`src/rtl/crc_block_ctrl.sv`:
```
// CRC-32/MPEG-2 over a block of SRAM words, with host write access to the SRAM while idle.
// Reads are issued one per cycle; each word is folded into the accumulator in the cycle after its read.
module crc_block_ctrl #(
  parameter int ADDR_WIDTH = 10,
  parameter int DATA_WIDTH = 32
) (
  input  logic                  clk,
  input  logic                  rst_n,
  input  logic                  start,
  input  logic [ADDR_WIDTH-1:0] base_addr,
  input  logic [ADDR_WIDTH:0]   len,
  output logic                  busy,
  output logic                  done,
  output logic [DATA_WIDTH-1:0] crc_out,
  input  logic                  host_we,
  input  logic [ADDR_WIDTH-1:0] host_addr,
  input  logic [DATA_WIDTH-1:0] host_wdata,
  output logic                  host_wr_accept,
  output logic                  sram_csb,
  output logic                  sram_web,
  output logic [ADDR_WIDTH-1:0] sram_addr,
  output logic [DATA_WIDTH-1:0] sram_din,
  input  logic [DATA_WIDTH-1:0] sram_dout
);

  localparam logic [DATA_WIDTH-1:0] CRC_INIT = {DATA_WIDTH{1'b1}};
  localparam logic [DATA_WIDTH-1:0] CRC_POLY = DATA_WIDTH'(32'h04C1_1DB7);
  localparam logic [ADDR_WIDTH:0]   LEN_ZERO = {(ADDR_WIDTH+1){1'b0}};
  localparam logic [ADDR_WIDTH:0]   LEN_ONE  = {{ADDR_WIDTH{1'b0}}, 1'b1};
  localparam logic [ADDR_WIDTH-1:0] ADDR_ONE = {{(ADDR_WIDTH-1){1'b0}}, 1'b1};

  typedef enum logic [1:0] {
    S_IDLE  = 2'd0,
    S_RUN   = 2'd1,
    S_DRAIN = 2'd2,
    S_DONE  = 2'd3
  } state_t;

  // One full word step, MSB-first, no reflection.
  function automatic logic [DATA_WIDTH-1:0] crc_step(
    input logic [DATA_WIDTH-1:0] crc,
    input logic [DATA_WIDTH-1:0] data
  );
    logic [DATA_WIDTH-1:0] c;
    c = crc ^ data;
    for (int i = 0; i < DATA_WIDTH; i++) begin
      if (c[DATA_WIDTH-1]) begin
        c = (c << 1) ^ CRC_POLY;
      end else begin
        c = c << 1;
      end
    end
    return c;
  endfunction

  state_t                r_state;
  state_t                w_next;
  logic [ADDR_WIDTH-1:0] r_addr;
  logic [ADDR_WIDTH:0]   r_remain;
  logic [DATA_WIDTH-1:0] r_acc;
  logic                  r_pend;
  logic                  r_busy;
  logic                  r_done;
  logic [DATA_WIDTH-1:0] r_crc_out;
  logic [DATA_WIDTH-1:0] w_fold;
  logic                  w_accept;
  logic                  w_csb;
  logic                  w_web;
  logic [ADDR_WIDTH-1:0] w_addr;
  logic [DATA_WIDTH-1:0] w_din;

  assign w_fold   = crc_step(r_acc, sram_dout);
  assign w_accept = host_we & (r_state == S_IDLE);

  // Next-state decode; len is already modulo 2^(ADDR_WIDTH+1) by its width, so every value terminates.
  always_comb begin
    w_next = r_state;
    case (r_state)
      S_IDLE: begin
        if (start) begin
          if (len != LEN_ZERO) begin
            w_next = S_RUN;
          end else begin
            w_next = S_DONE;
          end
        end else begin
          w_next = S_IDLE;
        end
      end
      S_RUN: begin
        if (r_remain == LEN_ONE) begin
          w_next = S_DRAIN;
        end else begin
          w_next = S_RUN;
        end
      end
      S_DRAIN: w_next = S_DONE;
      S_DONE:  w_next = S_IDLE;
      default: w_next = S_IDLE;
    endcase
  end

  // State, address/count, accumulator and registered status outputs.
  always_ff @(posedge clk) begin
    if (!rst_n) begin
      r_state   <= S_IDLE;
      r_addr    <= {ADDR_WIDTH{1'b0}};
      r_remain  <= LEN_ZERO;
      r_acc     <= CRC_INIT;
      r_pend    <= 1'b0;
      r_busy    <= 1'b0;
      r_done    <= 1'b0;
      r_crc_out <= CRC_INIT;
    end else begin
      r_state <= w_next;
      r_busy  <= (w_next != S_IDLE);
      r_done  <= (w_next == S_DONE);
      // A read issued this cycle returns data next cycle.
      r_pend  <= (r_state == S_RUN);
      case (r_state)
        S_IDLE: begin
          if (start) begin
            r_addr   <= base_addr;
            r_remain <= len;
            r_acc    <= CRC_INIT;
            if (len == LEN_ZERO) begin
              r_crc_out <= CRC_INIT;
            end
          end
        end
        S_RUN: begin
          r_addr   <= r_addr + ADDR_ONE;
          r_remain <= r_remain - LEN_ONE;
          if (r_pend) begin
            r_acc <= w_fold;
          end
        end
        S_DRAIN: begin
          r_acc     <= w_fold;
          r_crc_out <= w_fold;
        end
        S_DONE: begin
        end
        default: begin
        end
      endcase
    end
  end

  // SRAM port mux: block reads take the port in RUN, host writes only in IDLE.
  always_comb begin
    w_csb  = 1'b1;
    w_web  = 1'b1;
    w_addr = {ADDR_WIDTH{1'b0}};
    w_din  = {DATA_WIDTH{1'b0}};
    if (r_state == S_RUN) begin
      w_csb  = 1'b0;
      w_addr = r_addr;
    end else if (w_accept) begin
      w_csb  = 1'b0;
      w_web  = 1'b0;
      w_addr = host_addr;
      w_din  = host_wdata;
    end else begin
      w_csb  = 1'b1;
    end
  end

  assign busy           = r_busy;
  assign done           = r_done;
  assign crc_out        = r_crc_out;
  assign host_wr_accept = w_accept;
  assign sram_csb       = w_csb;
  assign sram_web       = w_web;
  assign sram_addr      = w_addr;
  assign sram_din       = w_din;

endmodule

```
`config.mk`:
```
export PLATFORM = sky130hd
export DESIGN_NAME = crc_block_ctrl
export DESIGN_NICKNAME = d
export VERILOG_FILES = /design/src/rtl/crc_block_ctrl.sv
export SDC_FILE = /design/constraint.sdc
export NUM_CORES = 1
export LEC_CHECK = 0
export ABC_AREA = 1
export CORE_ASPECT_RATIO = 0.8
export CORE_MARGIN = 10
export CORE_UTILIZATION = 45
export CTS_CLUSTER_SIZE = 12
export DETAILED_ROUTE_END_ITERATION = 7
export PLACE_DENSITY_LB_ADDON = 0.25
export SLEW_MARGIN = 20
export SYNTH_ARGS = -nofsm -noshare
export SYNTH_HDL_FRONTEND = slang
export SYNTH_SLANG_ARGS = --single-unit
```
`constraint.sdc`:
```
create_clock -name clk -period 2.54 [get_ports clk]
set_clock_uncertainty 0.05 [all_clocks]
set_input_delay 0.508 -clock clk [delete_from_list [all_inputs] [get_ports clk]]
set_output_delay 0.508 -clock clk [all_outputs]
set_load 0.02 [all_outputs]
```
==> results of run 1 <==
-- layout make-up --
cell class	count	area [um2]	area share
inverters	187	830	0.0460
multi-input cells	1422	10500	0.584
clock buffers	9	225	0.0125
repair buffers	467	4210	0.233
well taps	269	337	0.0187
clock inverters	7	81.3	0.00451
flip-flops and latches	90	1830	0.101
-- metal layers --
| metal | track usage | share of wire |
|---|---|---|
| met4 | 0.110 | 0.087 |
| met2 | 0.528 | 0.44 |
| met1 | 0.408 | 0.35 |
| met3 | 0.0852 | 0.13 |
| met5 | 0 | 0 |
-- worst paths after layout --
kind,from,end
worst max-delay path,r_acc[16],crc_out[17]
worst min-delay path,crc_out[26],crc_out[26]
worst min register to register,crc_out[26],crc_out[26]
worst max register to register,r_acc[16],crc_out[17]
-- sequential cells by signal (all words and copies together) (netlist names) --
name      count
r_remain     11
r_acc        32
r_state       2
busy          1
crc_out      32
done          1
r_addr       10
r_pend        1
-- synthesized netlist by cell type (3+ instances only) --
master | n | area [um2]
nand2_1 | 774 | 2910
nand3_1 | 203 | 1020
inv_1 | 168 | 631
dfxtp_1 | 90 | 1800
nand2_2 | 84 | 526
xor2_1 | 74 | 648
nor2_1 | 70 | 263
a21oi_1 | 52 | 260
o21ai_0 | 34 | 170
clkbuf_1 | 29 | 109
xnor2_1 | 27 | 236
nand2_4 | 16 | 180
inv_2 | 14 | 52.6
nand3_2 | 11 | 110
buf_2 | 10 | 50.1
nand4_1 | 9 | 56.3
or2_2 | 8 | 50.1
ha_1 | 7 | 87.6
o21ai_1 | 7 | 35.0
a31oi_1 | 6 | 37.5
nand3b_1 | 6 | 45.0
buf_1 | 4 | 15.0
inv_4 | 4 | 25.0
nor3_1 | 4 | 20.0
o211ai_1 | 4 | 30.0
buf_6 | 3 | 33.8
nor4_1 | 3 | 18.8
xor2_2 | 3 | 48.8
-- logic make-up (layout without fill, tap and decap cells) --
logic type	count (synthesis)	count (layout)	synth area share
buffers and inverters	234	670	0.0961
AOI/OAI and AO/OA	118	118	0.0678
DFF	90	90	0.187
xor gates and xnor gates	106	106	0.101
adders and majority gates	7	7	0.00908
and+or+nand+nor	1190	1191	0.539
-- placed cells by master (no fill, tap or decap), types with 27 or more instances in the layout --
cell type,Yosys,layout
clkdlybuf4s50_1,0,107
nand2_1,774,483
dlygate4sd2_1,0,57
buf_4,1,228
dfxtp_1,90,80
nand3_4,0,43
buf_6,3,50
nand2_8,0,43
nand2_4,16,151
nand3_1,203,82
nor2_1,70,66
nand3_2,11,89
nand2_2,84,198
xor2_1,74,39
a21oi_1,52,52
inv_1,168,144
o21ai_0,34,27
-- stage by stage --
step	hold slack [ns]	utilization
global placement	0.406	0.645
global route	0.450	0.864
CTS	0.429	0.791
floorplan	0.409	-
detailed placement	0.409	0.645
finish	0.429	0.864
-- worst max-delay path, stage by stage, from the launching register on --
cell     delay (ns)
dfxtp_1        0.56
inv_1          0.10
nand2_1        0.11
nand2_2        0.09
inv_2          0.07
nand2_1        0.05
nand2_1        0.15
nand2_1        0.12
nand2_2        0.12
nand3_2        0.19
nand2_4        0.16
nand2_1        0.19
nand2_2        0.17
nand2_4        0.08
nand2_4        0.10
nand2_1        0.18
nand2_2        0.20
xor2_2         0.24
nand2_1        0.12
nand2_1        0.14
nand2_1        0.10
nand2_2        0.10
nand2_1        0.06
nand2_1        0.10
nand2_1        0.08
-- repair_timing --
item | 4_1_cts | 5_1_grt
buffers inserted | 69 | 31
endpoints found under the setup margin | 106 | 65
pin swaps | 249 | 172
resized for setup | 609 | 281
cloned | 1 | 0
hold buffers | 0 | 0
==> impl_results.md, run 1 <==
* Root Driver: clkbuf_16
* Post-Layout Inst Area at roughly 0.018 mm2
* Clk slew on worst S/H paths at approximately 0.080 ns
* Hold Path Class: reg2reg
* Gpl congestion at 1.01
* Hold depth at 2
* WL final at approximately 58 mm
* Cells after Synth at about 1,700
* Register area share after synthesis at 0.187
* Number of global-route vias before repair at between 10,000 and 15,000
* Hpwl dp at approximately 33 mm
* Asr flop ratio synth at 0
* Synth Net Count at about 1,900
* Reg2reg setup slack at -1.23 ns
* Fin crit share at 1.48
* Worst EP arrival at around 4.0 ns
* 1st-iter DRT viols at between 2,000 and 3,000
* Yosys reg bits at 90
* Layout area overhead at 87.1%
* Die area at between 0.02 and 0.03 mm2
* Remaining DRCs at 0
* Antenna Violating Nets Remaining at 0
* Ports at approximately 180
* Clk buf depth at 2
* Initial antenna violation count at 1
* Failing checks: negative setup slack
* Max-cap violation count at 0
* Crit. End Element: flop
* Number of flops mapped to enable cells by yosys at 0
* CTS Buf Count at 9
* Setup violators final at 64
* Yosys cell types at 43
* Total GRT Usage at 0.324
* CP Max Fanout at 4
* Outcome: finished with violations
* YS warnings at 0
* DR vias/cell at around 6.1
* Setup TNS at -54.43 ns
* Nets at roughly 2,300
* Total grt overflow at 0
* TritonRoute pass-1 iters at 8
* Critical path class: reg2reg
* Largest net degree at the start of global routing at 47
* Layout cell share with drive strength beyond 1 at 0.443
* Global-route wire length before repair at approximately 70 mm
* CTS tree: built
* Clock Sinks at 90
* Worst-margin pin slew at 0.892 ns
* Layout Cells excl Fill at ~2,500
* ANT cells at 0
* Filler cells at between 1,000 and 1,500
* Max-slew violations at 0
* Top_reg_cell synth: dfxtp_1
* Max_slew headroom at 0.405
* Worst r2r path cells at 24
* Worst skew pair latency at about 0.35 ns
* DP Area at about 0.013 mm2
* Crit path launch type: flop
* Min Tclk post-route at about 3.8 ns
* Post-synthesis cell area at slightly below 0.01 mm2
* Final hold violation count at 0
* Syn avg cell area at between 5 and 6 um2
* Setup WS post-layout at -1.23 ns
* Htree depth at 3
* Core area at ~0.021 mm2
* RSZ-0062 raised after global routing: yes
* Fmax at 265 MHz
* Initial Util at 0.462
* Overall die width at roughly 180 um
* PortBufs at 177
* Critical path required time at 2.73 ns
* Post-placement cell count at around 2,300
* DP Worst Slack at -1.50 ns
* Row count at 47
* Vias at 15,000
* Wire per inst at between 20 and 25 um
* Die extent in y at between 150 and 200 um
Power of run 1 is left out: the tool's default activity adds up to more than one toggle a clock period on the data nets, which glitch-free logic cannot reach.
==> run 2: changes to the inputs <==
Settings changed: REMOVE_ABC_BUFFERS from default to 1.
==> run 2 against run 1 <==
Compared with the run above:
- the run still ends with negative setup slack left
- sequential share of layout area rose by 0.15 points
- first-iteration DRC count fell by 10%
- setup slack improved by 0.11 ns
- routed wire length fell by 3.1%
- via count fell by 2.4%
- sequential cell count did not move
- final cell count fell by 0.37%
==> impl_results.md, run 2 (same netlist as run 1, synthesis figures left out) <==
* Number of global-route vias before repair at 12,600 (-3.4%)
* Total grt overflow at 0 (unchanged)
* Seq. cell area at 0.00183 mm2 (+0.27%)
* Largest net degree at the start of global routing at 46 (-2.1%)
* Crit-path most repeated cell: nand2_2
* Most common cell after layout, fill and taps aside: nand2_1
* Gpl congestion at 0.997 (-1.7%)
* DR vias/cell at 6.00 (-2.0%)
* Clock Sinks at 90 (unchanged)
* CP Max Fanout at 6 (+2)
* CTS Buf Count at 9 (unchanged)
* Min Tclk post-route at 3.66 ns (-0.112 ns)
* Clk buf depth at 2 (unchanged)
* Max-slew violations at 0 (unchanged)
* Min-Delay Endpoint: crc_out[3]
* Crit path cell chain: xnor2_1 > nand2_1 > nand2_2 > nand3b_1 > nand2_2 > nand2_2 > nand3_2 > nand2_4 > nand2_4 > nand2_4 > buf_6 > nand2_4 > nand2_8 > xor2_2 > nand2_1 > nand2_1 > nand2_1 > nand2_2 > nand2_2 > nand2_2 > nand2_1
* Layout Cells excl Fill at 2,442 (-0.37%)
* Crit. End Element: flop
* Antenna Violating Nets Remaining at 0 (unchanged)
* Htree depth at 3 (unchanged)
* Top delay family on crit path: simple AND/OR/NAND/NOR gates
* Root Driver: clkbuf_16
* CP Buf/Inv Count at 1 (-1)
* Overall die width at 184 um (unchanged)
* Hold depth at 2 (unchanged)
* Worst EP arrival at 3.87 ns (-0.09 ns)
* Failing checks: negative setup slack
* Fmax at 273 MHz (+3.1%)
* Hold wc startpoint: crc_out[3]
* Die extent in y at 151 um (unchanged)
* Ports at 178 (unchanged)
* Setup violators final at 66 (+3.1%)
* PortBufs at 177 (unchanged)
* Outcome: finished with violations
* Hold Path Class: reg2reg
* Final hold violation count at 0 (unchanged)
* Layout cell share with drive strength beyond 1 at 0.444 (+0.00107)
* Initial antenna violation count at 0 (-1)
* CP max-delay cell: dfxtp_1
* Hold slack at 0.433 ns (+0.00361 ns)
* WL final at 56.3 mm (-3.1%)
* Global-route wire length before repair at 67.5 mm (-5.4%)
* CTS tree: built
* Worst skew pair latency at 0.38 ns (+0.03 ns)
* 1st-iter DRT viols at 2,375 (-10%)
* Post-Layout Inst Area at 0.0178 mm2 (-1.2%)
* Nets at 2,271 (-0.53%)
* RR Endpoint: crc_out[17]
* Post-cts hold buffer count at 0 (unchanged)
* DP Area at 0.0131 mm2 (-2.3%)
* Fin crit share at 1.44 (-0.0442)
* Layout area overhead at 84.8%
* Row count at 47 (unchanged)
* Crit path largest cell delay at 0.72 ns (+0.16 ns)
* Remaining DRCs at 0 (unchanged)
* Total GRT Usage at 0.304 (-0.0198)
* Max-cap violation count at 0 (unchanged)
* Initial Util at 0.462 (unchanged)
* Clk slew on worst S/H paths at 0.08 ns (about the same)
* TritonRoute pass-1 iters at 6 (-2)
* Critical path required time at 2.75 ns (+0.02 ns)
* R2R Path Start: r_acc[12]
* Post-placement cell count at 2,345 (+0.30%)
* Hpwl dp at 31.6 mm (-4.2%)
* Wire per inst at 23.1 um (-2.7%)
* DP Worst Slack at -1.33 ns (+0.162 ns)
* Crit path launch type: flop
* Worst-margin pin slew at 0.627 ns (-0.265 ns)
* Core area at 0.0209 mm2 (unchanged)
* Worst r2r path cells at 21 (-13%)
* Filler cells at 1,111 (+0.54%)
* Commonest cells after routing, fill and taps aside: nand2_1 (481), buf_4 (223), nand2_2 (215), nand2_4 (144), inv_1 (142)
* Setup WS post-layout at -1.12 ns (+0.112 ns)
* Max_slew headroom at 0.581 (+0.176)
* RSZ-0062 raised after global routing: yes
* Vias at 14,600 (-2.4%)
* Die area at 0.0277 mm2 (unchanged)
* Critical path class: reg2reg
* Footprint of the multi-input gates at 0.0105 mm2 (-0.63%)
* Reg2reg setup slack at -1.12 ns (+0.11 ns)
run 2: changes by cell type in the layout (fill, tap and decap cells not counted), moves of 8 or more:
cell             before  now
dlygate4sd2_1        57   48
nand2_2             198  215
nand3_2              89   81
clkdlybuf4s15_1       0   10
nand2_8              43   34
nand3_4              43   54
run 2: worst reg2reg max path: stages (launching register included):
cell and delay (ns):
dfxtp_1 0.72, xnor2_1 0.19, nand2_1 0.11, nand2_2 0.07, nand3b_1 0.33, nand2_2 0.19
nand2_2 0.11, nand3_2 0.12, nand2_4 0.14, nand2_4 0.13, nand2_4 0.07, buf_6 0.14
nand2_4 0.09, nand2_8 0.11, xor2_2 0.27, nand2_1 0.19, nand2_1 0.13, nand2_1 0.08
nand2_2 0.12, nand2_2 0.06, nand2_2 0.10, nand2_1 0.05
run 2: worst max path at each step:
stage,from,endpoint,slack [ns],cells after the start
finish,r_acc[12],crc_out[17],-1.12,21
global route,r_acc[12],crc_out[17],-1.09,21
CTS,r_acc[30],r_acc[22],-0.35,23
detailed placement,sram_dout[29],crc_out[22],-1.33,23
global placement,sram_dout[27],crc_out[30],-1.27,21
floorplan,r_state[1],sram_din[0],-0.80,5
run 2: per-layer routing:
layer	track usage	routed length [um]
met2	0.494	25000
met1	0.397	19700
met5	0	34
met4	0.110	4330
met3	0.0543	7260
run 2: metrics by stage:
step / utilization / setup TNS [ns]
2_1_floorplan: - / -77.21
3_3_place_gp: 0.630 / -75.77
3_5_place_dp: 0.630 / -79.26
4_1_cts: 0.766 / -19.85
5_1_grt: 0.853 / -54.66
6_report: 0.854 / -55.09
run 2: area by class of cell:
| class | instances | area share |
|---|---|---|
| well taps | 269 | 0.0189 |
| diodes | 3 | 0.000421 |
| flip-flops and latches | 90 | 0.103 |
| clock buffers | 9 | 0.0126 |
| inverters | 187 | 0.0429 |
| clock inverters | 7 | 0.00534 |
| multi-input cells | 1421 | 0.587 |
| repair buffers | 456 | 0.230 |
run 2: repair_timing:
action                                  4_1_cts  5_1_grt
buffers inserted                             55       25
endpoints found under the setup margin      108       77
hold endpoints to repair                      0        0
gates resized for setup                     611      364
pin swaps                                   193      126
Power of run 2 is left out for the same reason.
==> run 3: changes to the inputs <==
Clock period 2.54 ns to 3.1 ns, I/O delays scaled along.
==> run 3 against run 2 <==
Compared with the run above:
- the run still ends with negative setup slack left
- sequential cell count unchanged
- first-iteration DRC count decreased by 31%
- non-clock buffer count fell by 24
- sequential share of layout area up 0.47 points
- final area down 4.9%
- critical path type is now in2reg
- largest cell class unchanged
==> impl_results.md, run 3 (same netlist as run 1, synthesis figures left out) <==
* Global-route wire length before repair at 62.7 mm (-7.1%)
* Top delay family on crit path: simple AND/OR/NAND/NOR gates
* Critical path class: in2reg
* Worst EP arrival at 3.56 ns (-0.31 ns)
* RSZ-0062 raised after global routing: yes
* Worst skew pair latency at 0.35 ns (-0.03 ns)
* Outcome: finished with violations
* Critical path required time at 3.30 ns (+0.55 ns)
* Overall die width at 184 um (unchanged)
* Initial antenna violation count at 2 (+2)
* Initial Util at 0.462 (unchanged)
* Nets at 2,249 (-0.97%)
* Row count at 47 (unchanged)
* Wire per inst at 20.1 um (-13%)
* Layout cell share with drive strength beyond 1 at 0.409 (-0.0348)
* Setup violators final at 43 (-35%)
* Fmax at roughly 300 MHz
* Crit path largest cell delay at 0.35 ns (-0.37 ns)
* Ports at 178 (unchanged)
* Crit path launch: sram_dout[9]
* Hold wc startpoint: crc_out[9]
* R2R Path Start: r_acc[30]
* Min Tclk post-route at approximately 3.4 ns
* Total grt overflow at 0 (unchanged)
* Failing checks: negative setup slack
* Gpl congestion at 1.06 (+6.2%)
* WL final at 48.5 mm (-14%)
* Reg2reg setup slack at -0.20 ns (+0.92 ns)
* Setup WS post-layout at -0.263 ns (+0.855 ns)
* Root Driver: clkbuf_16
* Vias at 13,700 (-6.6%)
* Fin crit share at 1.08
* Max-slew violations at 0 (unchanged)
* Remaining DRCs at 0 (unchanged)
* Post-cts hold buffer count at 0 (unchanged)
* CP max-delay cell: xor2_1
* Core area at 0.0209 mm2 (unchanged)
* Crit path launch type: primary input
* DR vias/cell at 5.66 (-5.6%)
* Htree depth at 3 (unchanged)
* CTS tree: built
* Crit-path most repeated cell: nand2_2
* Clk buf depth at 2 (unchanged)
* Crit path cell chain: dlygate4sd2_1 > nand2_1 > inv_1 > nor2_4 > nand3b_1 > nand2_1 > nand2_2 > nand2_2 > nand2_4 > nand2_4 > buf_4 > buf_4 > inv_4 > xor2_2 > xor2_1 > or2_4 > nand2_2 > nand2_2 > nand3_2 > nand2_2 > nand2_1
* Number of global-route vias before repair at 11,500 (-8.7%)
* Final hold violation count at 0 (unchanged)
* Die extent in y at 151 um (unchanged)
* Clk slew on worst S/H paths at 0.08 ns (about the same)
* Layout area overhead at 75.8%
* Antenna Violating Nets Remaining at 0 (unchanged)
* Crit. End Element: flop
* CP Buf/Inv Count at 5 (+4)
* DP Worst Slack at -0.981 ns (+0.353 ns)
* Clock Sinks at 90 (unchanged)
* CTS Buf Count at 9 (unchanged)
* Hold Path Class: reg2reg
* Commonest cells after routing, fill and taps aside: nand2_1 (520), buf_4 (220), nand2_2 (211), clkdlybuf4s50_1 (148), inv_1 (146)
* PortBufs at 177 (unchanged)
* Hpwl dp at 31.8 mm (+0.51%)
* Max_slew headroom at 0.188 (-0.393)
* Largest net degree at the start of global routing at 44 (-4.3%)
* Total GRT Usage at 0.285 (-0.0196)
* Worst-margin pin slew at 1.22 ns (+0.590 ns)
* Filler cells at 1,335 (+20%)
* CP Max Fanout at 3 (-3)
* Die area at 0.0277 mm2 (unchanged)
* Max-cap violation count at 0 (unchanged)
* 1st-iter DRT viols at 1,643 (-31%)
* TritonRoute pass-1 iters at 7 (+1)
* Most common cell after layout, fill and taps aside: nand2_1
## run 3: changes by cell type in the layout (fill, tap and decap cells not counted), sizes merged, moves of 2 or more
cell	delta
buf	-25
clkbuf	+4
clkdlybuf4s15	-10
clkdlybuf4s50	+38
diode	-2
dlygate4sd2	-41
dlymetal6s2s	+10
nand2	+2
## run 3: repair_timing
| item | CTS | global route |
|---|---|---|
| endpoints found under the setup margin | 64 | 66 |
| buffers inserted | 35 | 34 |
| gates cloned | 1 | 1 |
| pin swaps | 128 | 203 |
| resized for setup | 326 | 454 |
## run 3: per-layer routing
metal | GRT usage | vias up | wire, um
met4 | 0.0618 | 0 | 2380
met5 | 0 | - | 0
li1 | - | 6229 | -
met3 | 0.0558 | 234 | 4900
met1 | 0.391 | 6330 | 18900
met2 | 0.452 | 888 | 22300
## run 3: area by class of cell
| class | instances | area [um2] | area share |
|---|---|---|---|
| clock inverter | 6 | 56.3 | 0.00332 |
| sequential | 90 | 1830 | 0.108 |
| multi-input combinational | 1423 | 9870 | 0.582 |
| tap | 269 | 337 | 0.0199 |
| clock buffer | 9 | 225 | 0.0133 |
| timing repair buffer | 432 | 3870 | 0.228 |
| inverter | 187 | 769 | 0.0454 |
| antenna | 1 | 2.50 | 0.000148 |
## run 3: path summary, 6_finish.rpt
path / endpoint / cells after the start
max reg2reg: r_acc[31] / 22
max: r_acc[31] / 21
min: crc_out[9] / 2
min reg2reg: crc_out[9] / 2
## run 3: worst min-delay path, cell delays in order, from the launching register on
cell and delay (ns):
dfxtp_1 0.33, nand2_1 0.05, nand3_1 0.07
## run 3: through the flow
step	hold WS [ns]	instance area [um2]	std cells	TNS (ns)	utilization
floorplan	0.409	9430	1698	-15.69	-
global placement	0.403	13000	2334	-45.43	0.623
detailed placement	0.406	13000	2334	-48.48	0.623
CTS	0.426	14900	2385	0	0.712
global route	0.452	17000	2417	-7.81	0.812
finish	0.424	17000	2417	-2.55	0.812
Power of run 3 is left out for the same reason.
